`src/rtl/mem_port_arbiter_if.sv`:
```
// Requester and RAM port bundle for mem_port_arbiter.
// err exists only when MEM_ARB_RANGE_CHECK_EN is defined.
interface mem_port_arbiter_if #(
    parameter int AW = 10,
    parameter int DW = 32
);
    localparam int MW = DW / 8;

    logic          if_req;
    logic [AW-1:0] if_addr;
    logic          if_gnt;
    logic          if_rvalid;
    logic [DW-1:0] if_rdata;

    logic          ls_req;
    logic [MW-1:0] ls_we_mask;
    logic [AW-1:0] ls_addr;
    logic [DW-1:0] ls_wdata;
    logic          ls_gnt;
    logic          ls_rvalid;
    logic [DW-1:0] ls_rdata;

    logic          dbg_req;
    logic [MW-1:0] dbg_we_mask;
    logic [AW-1:0] dbg_addr;
    logic [DW-1:0] dbg_wdata;
    logic          dbg_gnt;
    logic          dbg_rvalid;
    logic [DW-1:0] dbg_rdata;

    logic          mem_en;
    logic [MW-1:0] mem_wr_mask;
    logic [AW-1:0] mem_addr;
    logic [DW-1:0] mem_din;
    logic [DW-1:0] mem_dout;

    logic          busy;
`ifdef MEM_ARB_RANGE_CHECK_EN
    logic          err;
`endif

    modport slave (
        input  if_req, if_addr,
        output if_gnt, if_rvalid, if_rdata,
        input  ls_req, ls_we_mask, ls_addr, ls_wdata,
        output ls_gnt, ls_rvalid, ls_rdata,
        input  dbg_req, dbg_we_mask, dbg_addr, dbg_wdata,
        output dbg_gnt, dbg_rvalid, dbg_rdata,
        output mem_en, mem_wr_mask, mem_addr, mem_din,
        input  mem_dout,
`ifdef MEM_ARB_RANGE_CHECK_EN
        output err,
`endif
        output busy
    );

    modport master (
        output if_req, if_addr,
        input  if_gnt, if_rvalid, if_rdata,
        output ls_req, ls_we_mask, ls_addr, ls_wdata,
        input  ls_gnt, ls_rvalid, ls_rdata,
        output dbg_req, dbg_we_mask, dbg_addr, dbg_wdata,
        input  dbg_gnt, dbg_rvalid, dbg_rdata,
        input  mem_en, mem_wr_mask, mem_addr, mem_din,
        output mem_dout,
`ifdef MEM_ARB_RANGE_CHECK_EN
        input  err,
`endif
        input  busy
    );
endinterface

```
`src/rtl/mem_port_arbiter.sv`:
```
// Three-way (DBG > LS > IF) arbiter for a single-port masked sync RAM.
// Optional address range check: define MEM_ARB_RANGE_CHECK_EN.
module mem_port_arbiter #(
    parameter int AW           = 10,
    parameter int DW           = 32,
    parameter int MEM_WORDS    = 1024,
    parameter int STARVE_LIMIT = 8
) (
    input logic                 clk,
    input logic                 rst,
    mem_port_arbiter_if.slave   bus
);
    localparam int MW = DW / 8;
    localparam logic [7:0] LIMIT = 8'(STARVE_LIMIT);

    typedef enum logic [1:0] {IDLE, ACCESS, RESP} state_t;
    typedef enum logic [1:0] {P_NONE, P_IF, P_LS, P_DBG} port_t;

    state_t        state_q;
    port_t         port_q;
    port_t         win;
    logic [AW-1:0] addr_q;
    logic [MW-1:0] mask_q;
    logic [DW-1:0] wdata_q;
    logic [7:0]    starve_q;
    logic [DW-1:0] if_rdata_q;
    logic [DW-1:0] ls_rdata_q;
    logic [DW-1:0] dbg_rdata_q;

    logic [AW-1:0] nxt_addr;
    logic [MW-1:0] nxt_mask;
    logic [DW-1:0] nxt_wdata;
    logic          oob;
    logic          is_wr;
    logic          in_acc;
    logic          in_resp;
    logic [DW-1:0] rd_val;

`ifdef MEM_ARB_RANGE_CHECK_EN
    assign oob = 32'(addr_q) >= 32'(MEM_WORDS);
`else
    assign oob = 1'b0;
`endif

    assign is_wr   = |mask_q;
    assign in_acc  = state_q == ACCESS;
    assign in_resp = state_q == RESP;
    assign rd_val  = oob ? '0 : bus.mem_dout;

    // IF overrides LS once it has lost LIMIT arbitrations in a row
    always_comb begin
        win = P_NONE;
        if (!rst && state_q == IDLE) begin
            if (bus.dbg_req)
                win = P_DBG;
            else if (bus.ls_req &&
                     !(bus.if_req && starve_q == LIMIT))
                win = P_LS;
            else if (bus.if_req)
                win = P_IF;
        end
    end

    always_comb begin
        nxt_addr  = addr_q;
        nxt_mask  = '0;
        nxt_wdata = wdata_q;
        case (win)
            P_DBG: begin
                nxt_addr  = bus.dbg_addr;
                nxt_mask  = bus.dbg_we_mask;
                nxt_wdata = bus.dbg_wdata;
            end
            P_LS: begin
                nxt_addr  = bus.ls_addr;
                nxt_mask  = bus.ls_we_mask;
                nxt_wdata = bus.ls_wdata;
            end
            P_IF: nxt_addr = bus.if_addr;
            default: ;
        endcase
    end

    always_ff @(posedge clk or posedge rst) begin
        if (rst) begin
            state_q     <= IDLE;
            port_q      <= P_NONE;
            addr_q      <= '0;
            mask_q      <= '0;
            wdata_q     <= '0;
            starve_q    <= '0;
            if_rdata_q  <= '0;
            ls_rdata_q  <= '0;
            dbg_rdata_q <= '0;
        end else begin
            case (state_q)
                IDLE: if (win != P_NONE) begin
                    port_q  <= win;
                    addr_q  <= nxt_addr;
                    mask_q  <= nxt_mask;
                    wdata_q <= nxt_wdata;
                    state_q <= ACCESS;
                    if (win == P_IF)
                        starve_q <= '0;
                    else if (win == P_LS && bus.if_req &&
                             starve_q != 8'hFF)
                        starve_q <= starve_q + 8'd1;
                end
                ACCESS: state_q <= is_wr ? IDLE : RESP;
                RESP: begin
                    case (port_q)
                        P_IF:  if_rdata_q  <= rd_val;
                        P_LS:  ls_rdata_q  <= rd_val;
                        P_DBG: dbg_rdata_q <= rd_val;
                        default: ;
                    endcase
                    state_q <= IDLE;
                end
                default: state_q <= IDLE;
            endcase
        end
    end

    assign bus.if_gnt  = win == P_IF;
    assign bus.ls_gnt  = win == P_LS;
    assign bus.dbg_gnt = win == P_DBG;
    assign bus.busy    = state_q != IDLE || win != P_NONE;

    assign bus.if_rvalid  = in_resp && !oob && port_q == P_IF;
    assign bus.ls_rvalid  = in_resp && !oob && port_q == P_LS;
    assign bus.dbg_rvalid = in_resp && !oob && port_q == P_DBG;

    // read data appears in the rvalid cycle, then the register holds it
    assign bus.if_rdata =
        (in_resp && port_q == P_IF) ? rd_val : if_rdata_q;
    assign bus.ls_rdata =
        (in_resp && port_q == P_LS) ? rd_val : ls_rdata_q;
    assign bus.dbg_rdata =
        (in_resp && port_q == P_DBG) ? rd_val : dbg_rdata_q;

    assign bus.mem_en      = in_acc && !oob;
    assign bus.mem_wr_mask = (in_acc && !oob) ? mask_q : '0;
    assign bus.mem_addr    = addr_q;
    assign bus.mem_din     = wdata_q;

`ifdef MEM_ARB_RANGE_CHECK_EN
    assign bus.err = oob && ((in_acc && is_wr) || in_resp);
`endif
endmodule

```
`src/flat_wrapper.sv`:
```
// flat-port wrapper written by rule: the top's interface ports become plain ports
module mem_port_arbiter_flat 
#(
    parameter int AW           = 10,
    parameter int DW           = 32,
    parameter int MEM_WORDS    = 1024,
    parameter int STARVE_LIMIT = 8
)
  (clk, rst, bus_if_req, bus_if_addr, bus_if_gnt, bus_if_rvalid, bus_if_rdata, bus_ls_req, bus_ls_we_mask, bus_ls_addr, bus_ls_wdata, bus_ls_gnt, bus_ls_rvalid, bus_ls_rdata, bus_dbg_req, bus_dbg_we_mask, bus_dbg_addr, bus_dbg_wdata, bus_dbg_gnt, bus_dbg_rvalid, bus_dbg_rdata, bus_mem_en, bus_mem_wr_mask, bus_mem_addr, bus_mem_din, bus_mem_dout, bus_busy);
  mem_port_arbiter_if #(.AW(AW), .DW(DW)) bus_i ();
  input logic clk;
  input logic rst;
  input wire logic [$bits(bus_i.if_req)-1:0] bus_if_req;
  input wire logic [$bits(bus_i.if_addr)-1:0] bus_if_addr;
  output wire logic [$bits(bus_i.if_gnt)-1:0] bus_if_gnt;
  output wire logic [$bits(bus_i.if_rvalid)-1:0] bus_if_rvalid;
  output wire logic [$bits(bus_i.if_rdata)-1:0] bus_if_rdata;
  input wire logic [$bits(bus_i.ls_req)-1:0] bus_ls_req;
  input wire logic [$bits(bus_i.ls_we_mask)-1:0] bus_ls_we_mask;
  input wire logic [$bits(bus_i.ls_addr)-1:0] bus_ls_addr;
  input wire logic [$bits(bus_i.ls_wdata)-1:0] bus_ls_wdata;
  output wire logic [$bits(bus_i.ls_gnt)-1:0] bus_ls_gnt;
  output wire logic [$bits(bus_i.ls_rvalid)-1:0] bus_ls_rvalid;
  output wire logic [$bits(bus_i.ls_rdata)-1:0] bus_ls_rdata;
  input wire logic [$bits(bus_i.dbg_req)-1:0] bus_dbg_req;
  input wire logic [$bits(bus_i.dbg_we_mask)-1:0] bus_dbg_we_mask;
  input wire logic [$bits(bus_i.dbg_addr)-1:0] bus_dbg_addr;
  input wire logic [$bits(bus_i.dbg_wdata)-1:0] bus_dbg_wdata;
  output wire logic [$bits(bus_i.dbg_gnt)-1:0] bus_dbg_gnt;
  output wire logic [$bits(bus_i.dbg_rvalid)-1:0] bus_dbg_rvalid;
  output wire logic [$bits(bus_i.dbg_rdata)-1:0] bus_dbg_rdata;
  output wire logic [$bits(bus_i.mem_en)-1:0] bus_mem_en;
  output wire logic [$bits(bus_i.mem_wr_mask)-1:0] bus_mem_wr_mask;
  output wire logic [$bits(bus_i.mem_addr)-1:0] bus_mem_addr;
  output wire logic [$bits(bus_i.mem_din)-1:0] bus_mem_din;
  input wire logic [$bits(bus_i.mem_dout)-1:0] bus_mem_dout;
  output wire logic [$bits(bus_i.busy)-1:0] bus_busy;
  assign bus_i.if_req = bus_if_req;
  assign bus_i.if_addr = bus_if_addr;
  assign bus_if_gnt = bus_i.if_gnt;
  assign bus_if_rvalid = bus_i.if_rvalid;
  assign bus_if_rdata = bus_i.if_rdata;
  assign bus_i.ls_req = bus_ls_req;
  assign bus_i.ls_we_mask = bus_ls_we_mask;
  assign bus_i.ls_addr = bus_ls_addr;
  assign bus_i.ls_wdata = bus_ls_wdata;
  assign bus_ls_gnt = bus_i.ls_gnt;
  assign bus_ls_rvalid = bus_i.ls_rvalid;
  assign bus_ls_rdata = bus_i.ls_rdata;
  assign bus_i.dbg_req = bus_dbg_req;
  assign bus_i.dbg_we_mask = bus_dbg_we_mask;
  assign bus_i.dbg_addr = bus_dbg_addr;
  assign bus_i.dbg_wdata = bus_dbg_wdata;
  assign bus_dbg_gnt = bus_i.dbg_gnt;
  assign bus_dbg_rvalid = bus_i.dbg_rvalid;
  assign bus_dbg_rdata = bus_i.dbg_rdata;
  assign bus_mem_en = bus_i.mem_en;
  assign bus_mem_wr_mask = bus_i.mem_wr_mask;
  assign bus_mem_addr = bus_i.mem_addr;
  assign bus_mem_din = bus_i.mem_din;
  assign bus_i.mem_dout = bus_mem_dout;
  assign bus_busy = bus_i.busy;
  mem_port_arbiter #(.AW(AW), .DW(DW), .MEM_WORDS(MEM_WORDS), .STARVE_LIMIT(STARVE_LIMIT)) u_core (.clk(clk), .rst(rst), .bus(bus_i));
endmodule
```
`config.mk`:
```
export PLATFORM = sky130hd
export DESIGN_NAME = mem_port_arbiter_flat
export DESIGN_NICKNAME = d
export VERILOG_FILES = /design/src/rtl/mem_port_arbiter_if.sv /design/src/rtl/mem_port_arbiter.sv /design/src/flat_wrapper.sv
export SDC_FILE = /design/constraint.sdc
export NUM_CORES = 1
export LEC_CHECK = 0
export CAP_MARGIN = 30
export CORE_AREA = 3 3 116 174
export CTS_BUF_LIST = sky130_fd_sc_hd__clkbuf_16
export DETAILED_ROUTE_END_ITERATION = 6
export DIE_AREA = 0 0 119 177
export GPL_TIMING_DRIVEN = 0
export PLACE_DENSITY = 0.65
export RECOVER_POWER = 50
export SYNTH_ARGS = -nofsm -noshare
export SYNTH_HDL_FRONTEND = slang
export SYNTH_SLANG_ARGS = --single-unit
```
`constraint.sdc`:
```
create_clock -name clk -period 14.7 [get_ports clk]
set_input_delay 1.47 -clock clk [delete_from_list [all_inputs] [get_ports clk]]
set_output_delay 1.47 -clock clk [all_outputs]
set_load 0.01 [all_outputs]
```
==> qor.yml, run 1 <==
syn_avg_cell_area_um2: 12.6
cts_buffer_depth: 2
ctsResizeCount: 0
hp-class: "reg -> reg"
fin_crit_ns: 7.91
p_leak_nw: 4.48
ant_nets: 0
synth_warnings: 0
slew_headroom_pct: -193
postCtsHoldBufs: 0
grtUsageTotal_pct: 18.9
async_flop_share_pct: 100
vias: 5302
finalSetupTns_ns: 0
tightest_slew_ns: 4.40
cp-start-kind: "input port"
yosys_most_used_dff: "dfrtp_1"
pwr-share-comb_pct: 40.5
initial_utilization_pct: 35.0
vias_per_cell: 4.84
p_switching_w: 0.000580
synth_common_cells: "dfrtp_1, mux2_2, nand2_1, o21ai_0, mux2i_1"
post_drt_wl_per_cell_um: 18.0
synth.most_common_cell: "dfrtp_1"
fp.dieW_um: 119
synth.top_cell.area_share_pct: 58.8
coreArea_mm2: 0.0187
synth_area_mm2: 0.00655
tritoncts: "built"
hold_viol: 0
antenna_found_initial: 1
critPathCaptureType: "output port"
synth-edff-count: 0
drive_gt1_share_pct: 10.8
dp_hpwl_um: 15300
rsz0062_at_grt: "false"
finalPower_w: 0.00182
num_rows: 61
cp_data_arrival_time_ns: 6.44
peakVddDrop_v: 0.0000774
intPower_w: 0.00124
htree_levels: 4
post_cts_buffers: 0
die_h_um: 177
gp_congestion: 0.850
synth_area_leaders: "dfrtp_1, mux2_2, mux2i_1"
seq_area_frac_synth_pct: 58.8
period_share_pct: 53.8
io_pins: 289
max_freq_mhz: 126
clk_latency_ns: 0.42
violations: "capacitance limit, slew limit"
die-area_mm2: 0.0211
drt_first_pass_iters: 4
syn_to_final_growth_pct: 57.9
p_sw_share_pct: 31.9
drt_iter0_markers: 196
path_cells: "dlygate4sd3_1, clkinvlp_2, nand2_1, o21bai_1, inv_1, ha_1, clkdlybuf4s50_1"
power.density_mw_per_mm2: 176
seq_power_share_pct: 35.2
maxCapViolCount: 2
drv_slew: 158
crit_type: "in -> out"
grt_overflow: 0
clockRootBuffer: "clkbuf_16"
setup_viol: 0
required_ns: 13.23
design_area_mm2: 0.0104
pwr-share-clk_pct: 24.4
fin_nets: 974
synth_seq_cells: 154
critPathMaxFanout: 70
grt_max_degree: 87
totalWireLength_um: 19700
finClkSkew_ns: 0.0118
clkTransAtPathRegs_ns: 0.06
post_dp_cell_area_mm2: 0.00978
clock_sinks: 154
cts_buffers: 17
drc: 0
status: "finished with violations"
syn_inst: 521
ys_types: 40
grt_pass1_vias: 5894
synthesis.nets: 666
grt_pass1_wl_um: 31300
slowest_stage: "clkinvlp_2"
max_stage_delay_ns: 2.30
synth_top_area_cell: "dfrtp_1"
port_buffers: 288
## flip-flops by register name (all words and copies together), names as in the netlist
register and count:
u_core.state_q 2, u_core.starve_q 8, u_core.if_rdata_q 32, u_core.bus.mem_addr 10, u_core.ls_rdata_q 32, u_core.port_q 2
u_core.bus.mem_din 32, u_core.mask_q 4, u_core.dbg_rdata_q 32
## critical path, delay by kind of cell
family | cells | cell delay [ns]
simple gates | 1 | 0.83
fa+ha+maj | 1 | 0.29
buf+inv | 4 | 3.54
compound gates | 1 | 0.28
## cell usage in the layout (no fill, tap or decap), types with 4 or more instances in the layout
cell type,n
o21ai_0,45
or3_1,5
a221oi_1,4
buf_2,4
a21oi_1,11
o211ai_1,5
nand3_1,4
a22oi_1,10
mux2i_1,34
ha_1,6
dlygate4sd3_1,32
mux2_2,50
clkbuf_1,24
inv_1,7
clkdlybuf4s50_1,256
clkbuf_16,17
dfrtp_1,154
nand2_1,50
mux2_1,46
and2_1,4
nor2_1,23
## cells by family (layout without fill, tap and decap cells)
group / count (synthesis) / after routing / synth area share, %
DFF: 154 / 154 / 58.8
muxes: 130 / 130 / 21.7
buffers and inverters: 35 / 356 / 2.20
and+or+nand+nor: 105 / 105 / 7.50
adders and majority gates: 6 / 6 / 1.15
AOI/OAI and AO/OA: 91 / 91 / 8.67
other: 0 / 1 / 0
## power by group through the flow
stage	sequential (W)	combinational [W]	clock, W
5_1_grt	0.000657	0.000799	0.000474
3_5_place_dp	0.000644	0.000758	0
6_report	0.000639	0.000737	0.000443
3_3_place_gp	0.000638	0.000743	0
2_1_floorplan	0.000653	0.000320	0
4_1_cts	0.000640	0.000761	0.000455
## final cells by class
class                           instances  area, µm²
Clock buffer                           17        425
Timing Repair Buffer                  289       2890
Multi-Input combinational cell        332       2560
Tap cell                              252        315
Inverter                                7       27.5
Clock inverter                         15        174
Antenna cell                            1       2.50
Buffer                                 28        110
Fill cell                            1683       8350
Sequential cell                       154       3850
## layer usage
metal | vias to the layer above | global-route usage [%] | wire length [µm]
met4 | 0 | 6.81 | 389
li1 | 2464 | - | -
met5 | - | 0 | 0
met1 | 2577 | 19.7 | 7000
met2 | 232 | 34.6 | 10600
met3 | 29 | 7.00 | 1700
## per-stage QoR
step	std cells	util (%)	setup WS [ns]	hold slack [ns]
after CTS	1094	55.5	9.10	0.470
after detailed placement	1062	52.3	9.12	0.455
after global routing	1094	55.3	5.75	0.484
after floorplan	521	-	7.40	0.420
after global placement	1061	52.2	4.98	0.440
final	1095	55.4	6.79	0.469
## worst paths after layout
path | from | endpoint | slack (ns) | cells after the start
worst max-delay path | rst | bus_dbg_gnt | 6.79 | 7
worst min-delay path | u_core.mask_q[2] | u_core.state_q[1] | 0.47 | 1
worst max register to register | u_core.starve_q[0] | u_core.bus.mem_din[17] | 11.24 | 13
worst min register to register | u_core.mask_q[2] | u_core.state_q[1] | 0.47 | 1
max in group asynchronous | rst | u_core.ls_rdata_q[15] | 7.11 | 3
min in group asynchronous | rst | u_core.bus.mem_addr[2] | 2.44 | 2
No activity file was read; power rests on OpenSTA's default activity.
==> run 2: changes to the inputs <==
--- a/config.mk
+++ b/config.mk
@@ -11,7 +11,7 @@
 export DETAILED_ROUTE_END_ITERATION = 6
 export DIE_AREA = 0 0 119 177
 export GPL_TIMING_DRIVEN = 0
-export PLACE_DENSITY = 0.65
+export PLACE_DENSITY = 0.68
 export RECOVER_POWER = 50
 export SYNTH_ARGS = -nofsm -noshare
 export SYNTH_HDL_FRONTEND = slang
==> constraint.sdc (replaced) <==
create_clock -name clk -period 6.55 [get_ports clk]
set_input_delay 0.655 -clock clk [delete_from_list [all_inputs] [get_ports clk]]
set_output_delay 0.655 -clock clk [all_outputs]
set_load 0.01 [all_outputs]
==> run 2 against run 1 <==
The flow now finishes without violations. Via count down 1.4%. Sequential share of layout area down 0.20 points. Critical path depth rose by 1. Sequential power up 120%. Cell count about the same. Highest routed layer unchanged.
==> qor.yml, run 2 (synthesized netlist as in run 1, its figures left out) <==
cts_buffer_depth: 2  # unchanged
setup_viol: 0  # unchanged
drc: 0  # unchanged
status: "complete, no violations"
num-fill-cells: 1654  # -1.7%
grt_pass1_wl_um: 29800  # -4.9%
final_cell_mix: "clkdlybuf4s50_1, dfrtp_1, mux2_2"
rsz0062_at_grt: "false"
critical_path_buf_inv_count: 5  # +1
ctsResizeCount: 0  # unchanged
grt_overflow: 0  # unchanged
grtUsageTotal_pct: 18.0  # -0.94 points
use_met3_pct: 6.17  # -0.83 points
initial_utilization_pct: 35.0  # unchanged
grt_use_met1_pct: 19.6  # -0.033 points
finalNonFillerCells: 1094  # -0.091%
tritoncts: "built"
grt_busiest_layer: "met2"
drive_gt1_share_pct: 13.3  # +2.5 points
r2r_start: "u_core.starve_q[0]"
final_common_cell: "clkdlybuf4s50_1"
cp_data_arrival_time_ns: 3.49  # -2.95 ns
totalWireLength_um: 18800  # -4.3%
clkTransAtPathRegs_ns: 0.06  # about the same
post_dp_cell_area_mm2: 0.00979  # about the same
hp-class: "reg -> reg"
finClkSkew_ns: 0.0112  # -0.000608 ns
p_leak_nw: 4.54  # +1.4%
htree_levels: 4  # unchanged
syn_to_final_growth_pct: 58.8
post_cts_buffers: 0  # unchanged
post_drt_wl_per_cell_um: 17.2  # -4.2%
die-area_mm2: 0.0211  # unchanged
crit_type: "in -> out"
path_cells: "dlygate4sd3_1, inv_8, buf_16, nand2_1, o21bai_1, inv_1, ha_1, clkdlybuf4s50_1"
cts_buffers: 17  # unchanged
fin_nets: 974  # unchanged
critical_path.startpoint: "rst"
max_stage_delay_ns: 0.64  # -1.66 ns
dp.cells: 1062  # unchanged
power.density_mw_per_mm2: 393  # +120%
cp-start-kind: "input port"
hold_path_startpoint: "u_core.mask_q[1]"
ant_nets: 0  # unchanged
fin_crit_ns: 4.15
clockRootBuffer: "clkbuf_16"
clk_latency_ns: 0.42  # about the same
gp_congestion: 0.779  # -8.4%
max_freq_mhz: 241
finalPower_w: 0.00409  # +120%
required_ns: 5.89  # -7.34 ns
num_rows: 61  # unchanged
design_area_mm2: 0.0104  # +0.53%
hold_viol: 0  # unchanged
maxCapViolCount: 0  # -2
postCtsHoldBufs: 0  # unchanged
slowest_stage: "dlygate4sd3_1"
crit_family: "buffers and inverters"
fp.dieW_um: 119  # unchanged
tightest_slew_ns: 0.814  # -3.59 ns
coreArea_mm2: 0.0187  # unchanged
die_h_um: 177  # unchanged
diodes: 0  # -1
grt_max_degree: 92  # +5.7%
vias_per_cell: 4.78  # -1.3%
io_pins: 289  # unchanged
peakVddDrop_v: 0.000174  # +120%
dp_hpwl_um: 14400  # -6.0%
port_buffers: 288  # unchanged
drt_first_pass_iters: 4  # unchanged
critPathCaptureType: "output port"
antenna_found_initial: 0  # -1
vias: 5227  # -1.4%
grt_pass1_vias: 5604  # -4.9%
drt_iter0_markers: 184  # -6.1%
drv_slew: 0  # -100%
clock_sinks: 154  # unchanged
grtUsageMet2_pct: 32.4  # -2.2 points
critPathMaxFanout: 91  # +30%
slew_headroom_pct: 45.7  # +240 points
period_share_pct: 63.4
## run 2: area by class of cell
class                           instances  area (µm²)  share of cell area, %
Buffer                                 28         114                   1.09
Sequential cell                       154        3850                   37.0
Clock inverter                         15         198                   1.90
Timing Repair Buffer                  289        2910                   28.0
Tap cell                              252         315                   3.03
Inverter                                7        33.8                  0.325
Clock buffer                           17         425                   4.09
Multi-Input combinational cell        332        2560                   24.6
## run 2: final timing paths
kind / endpoint / slack (ns) / cells after the start
max: bus_dbg_gnt / 2.40 / 8
min: u_core.state_q[1] / 0.46 / 1
max reg2reg: u_core.bus.mem_din[2] / 3.08 / 13
min reg2reg: u_core.state_q[1] / 0.46 / 1
max in group asynchronous: u_core.ls_rdata_q[13] / 4.92 / 3
min in group asynchronous: u_core.starve_q[6] / 0.82 / 2
## run 2: routing by layer
layer,vias to the layer above,wire length (µm)
li1,2474,-
met1,2501,7120
met2,226,9830
met3,26,1460
met4,0,389
met5,-,0
## run 2: per-stage QoR
| stage | hold WS (ns) | TNS [ns] | util, % | setup slack [ns] |
|---|---|---|---|---|
| floorplan | 0.420 | 0 | - | 0.506 |
| global placement | 0.449 | -207.68 | 52.2 | -2.05 |
| detailed placement | 0.455 | 0 | 52.3 | 2.06 |
| CTS | 0.468 | 0 | 55.7 | 2.34 |
| global route | 0.479 | 0 | 55.7 | 2.03 |
| finish | 0.462 | 0 | 55.7 | 2.40 |
## run 2: where the power goes
group | switching [W] | internal, W | total (W)
logic | 0.000750 | 0.000879 | 0.00163
registers | 0.000136 | 0.00128 | 0.00142
clock network | 0.000398 | 0.000640 | 0.00104
==> run 3: changes to the inputs <==
--- a/config.mk
+++ b/config.mk
@@ -11,7 +11,7 @@
 export DETAILED_ROUTE_END_ITERATION = 6
 export DIE_AREA = 0 0 119 177
 export GPL_TIMING_DRIVEN = 0
-export PLACE_DENSITY = 0.68
+export PLACE_DENSITY = 0.65
 export RECOVER_POWER = 50
 export SYNTH_ARGS = -nofsm -noshare
 export SYNTH_HDL_FRONTEND = slang
==> constraint.sdc (replaced) <==
create_clock -name clk -period 4.27 [get_ports clk]
set_input_delay 0.427 -clock clk [delete_from_list [all_inputs] [get_ports clk]]
set_output_delay 0.427 -clock clk [all_outputs]
set_load 0.01 [all_outputs]
==> run 3 against run 2 <==
The flow now finishes with violations (capacitance limit, slew limit). Routed wire length is 7.8% higher. Core utilization is 0.39 points higher. Total power is 53% higher. Clock power is 41% higher. Sequential power is 55% higher. Via count is 2.4% higher. Sequential share of layout area is 0.26 points lower. Critical path depth stayed put. First-iteration DRC count stayed put. Design area is 0.71% higher. Setup slack worse by 1.9 ns. Largest cell class unchanged. Highest routed layer unchanged.
==> qor.yml, run 3 (synthesized netlist as in run 1, its figures left out) <==
status: "finished with violations"
violations: "capacitance limit, slew limit"
r2r_setup_slack_ns: 0.95  # -2.13 ns
port_buffers: 288  # unchanged
totalWireLength_um: 20300  # +7.8%
pwr-share-comb_pct: 41.4  # +1.5 points
multi_input_comb_area_mm2: 0.00262  # +2.6%
peakVddDrop_v: 0.000252  # +45%
rsz0062_at_grt: "false"
max_freq_mhz: 263
slew_headroom_pct: -45.8  # -91 points
initial_utilization_pct: 35.0  # unchanged
vias: 5354  # +2.4%
cts_buffer_depth: 2  # unchanged
grt_max_degree: 47  # -49%
clock_sinks: 154  # unchanged
crit_type: "in -> out"
setup_viol: 0  # unchanged
fin_nets: 976  # +0.21%
antenna_found_initial: 0  # unchanged
grt_pass1_wl_um: 32100  # +7.8%
slowest_stage: "dlygate4sd3_1"
r2r_start: "u_core.starve_q[0]"
cp-start-kind: "input port"
die-area_mm2: 0.0211  # unchanged
intPower_w: 0.00422  # +51%
critPathMaxFanout: 40  # -56%
final_cell_mix: "clkdlybuf4s50_1, dfrtp_1, mux2_2"
num_rows: 61  # unchanged
die_h_um: 177  # unchanged
pwr-share-clk_pct: 23.5  # -1.9 points
tritoncts: "built"
grt_pass1_vias: 5856  # +4.5%
tightest_slew_ns: 2.19  # +1.37 ns
fin_crit_ns: 3.81
drc: 0  # unchanged
seqCellArea_mm2: 0.00385  # unchanged
critical_path.startpoint: "rst"
drt_first_pass_iters: 4  # unchanged
hp-class: "reg -> reg"
period_share_pct: 89.2
syn_to_final_growth_pct: 59.9
post_drt_wl_per_cell_um: 18.5  # +7.6%
required_ns: 3.84  # -2.05 ns
htree_levels: 4  # unchanged
postCtsHoldBufs: 0  # unchanged
ant_nets: 0  # unchanged
gp_congestion: 0.886  # +14%
fp.dieW_um: 119  # unchanged
path_cells: "dlygate4sd3_1, clkinvlp_4, buf_12, nand2_1, o21bai_4, inv_2, ha_1, clkdlybuf4s50_1"
diodes: 0  # unchanged
cts_buffers: 17  # unchanged
drt_iter0_markers: 184  # unchanged
grt_overflow: 0  # unchanged
dp_hpwl_um: 16100  # +12%
vias_per_cell: 4.89  # +2.2%
final_common_cell: "clkdlybuf4s50_1"
power.density_mw_per_mm2: 597  # +52%
p_switching_w: 0.00203  # +58%
clockRootBuffer: "clkbuf_16"
finalSetupTns_ns: 0  # unchanged
grtUsageTotal_pct: 19.4  # +1.5 points
ctsResizeCount: 0  # unchanged
io_pins: 289  # unchanged
max_stage_delay_ns: 0.64  # about the same
clkTransAtPathRegs_ns: 0.06  # about the same
num-fill-cells: 1641  # -0.79%
post_cts_buffers: 0  # unchanged
drive_gt1_share_pct: 15.8  # +2.5 points
fin_util_pct: 56.0  # +0.39 points
cp_data_arrival_time_ns: 3.38  # -0.11 ns
coreArea_mm2: 0.0187  # unchanged
seq_power_share_pct: 35.1  # +0.4 points
p_leak_nw: 4.57  # +0.48%
clk_latency_ns: 0.42  # about the same
drv_slew: 88  # +88
hold_path_startpoint: "u_core.mask_q[1]"
maxCapViolCount: 2  # +2
finClkSkew_ns: 0.00812  # -0.00304 ns
critPathCaptureType: "output port"
hold_viol: 0  # unchanged
p_sw_share_pct: 32.5  # +1.1 points
-- run 3: critical path: cells and delay by family --
kind,cells,cell delay (ns)
AOI/OAI and AO/OA,1,0.17
adders and majority gates,1,0.29
and+or+nand+nor,1,0.15
buffers and inverters,5,2.31
-- run 3: power groups by stage --
stage / clock, W / sequential, W / combinational [W]
after CTS: 0.00151 / 0.00221 / 0.00271
after floorplan: 0 / 0.00225 / 0.00116
after detailed placement: 0 / 0.00223 / 0.00269
after global placement: 0 / 0.00220 / 0.00263
final: 0.00147 / 0.00220 / 0.00259
after global routing: 0.00157 / 0.00226 / 0.00280
-- run 3: metrics by stage --
stage / worst slack [ns] / cells / total power, W / hold slack (ns) / instance area, µm²
final: 0.462 / 1096 / 0.00625 / 0.462 / 10500
after global routing: 0.251 / 1096 / 0.00664 / 0.499 / 10500
after CTS: 0.432 / 1096 / 0.00642 / 0.457 / 10500
after detailed placement: 0.286 / 1064 / 0.00492 / 0.448 / 9930
after global placement: -2.02 / 1061 / 0.00483 / 0.441 / 9870
after floorplan: -0.0550 / 521 / 0.00341 / 0.420 / 6670
-- run 3: cell type report --
cell class	count	area share, %
sequential	154	36.8
multi-input combinational	332	25.0
buffer	28	1.55
timing repair buffer	291	27.9
inverter	7	0.287
tap	252	3.01
clock buffer	17	4.06
clock inverter	15	1.43
-- run 3: path summary, 6_finish.rpt --
check / end / cells past startpoint
worst max-delay path: bus_dbg_gnt / 8
worst min-delay path: u_core.state_q[1] / 1
worst max register to register: u_core.bus.mem_din[19] / 12
worst min register to register: u_core.state_q[1] / 1
max in group asynchronous: u_core.if_rdata_q[24] / 4
min in group asynchronous: u_core.bus.mem_addr[3] / 2
-- run 3: metal layers --
layer | part of all wire, % | vias up | global-route usage (%)
met4 | 1.8 | 0 | 6.19
met2 | 54 | 232 | 35.8
li1 | - | 2472 | -
met3 | 8.0 | 23 | 7.00
met5 | 0 | - | 0
met1 | 36 | 2627 | 20.5
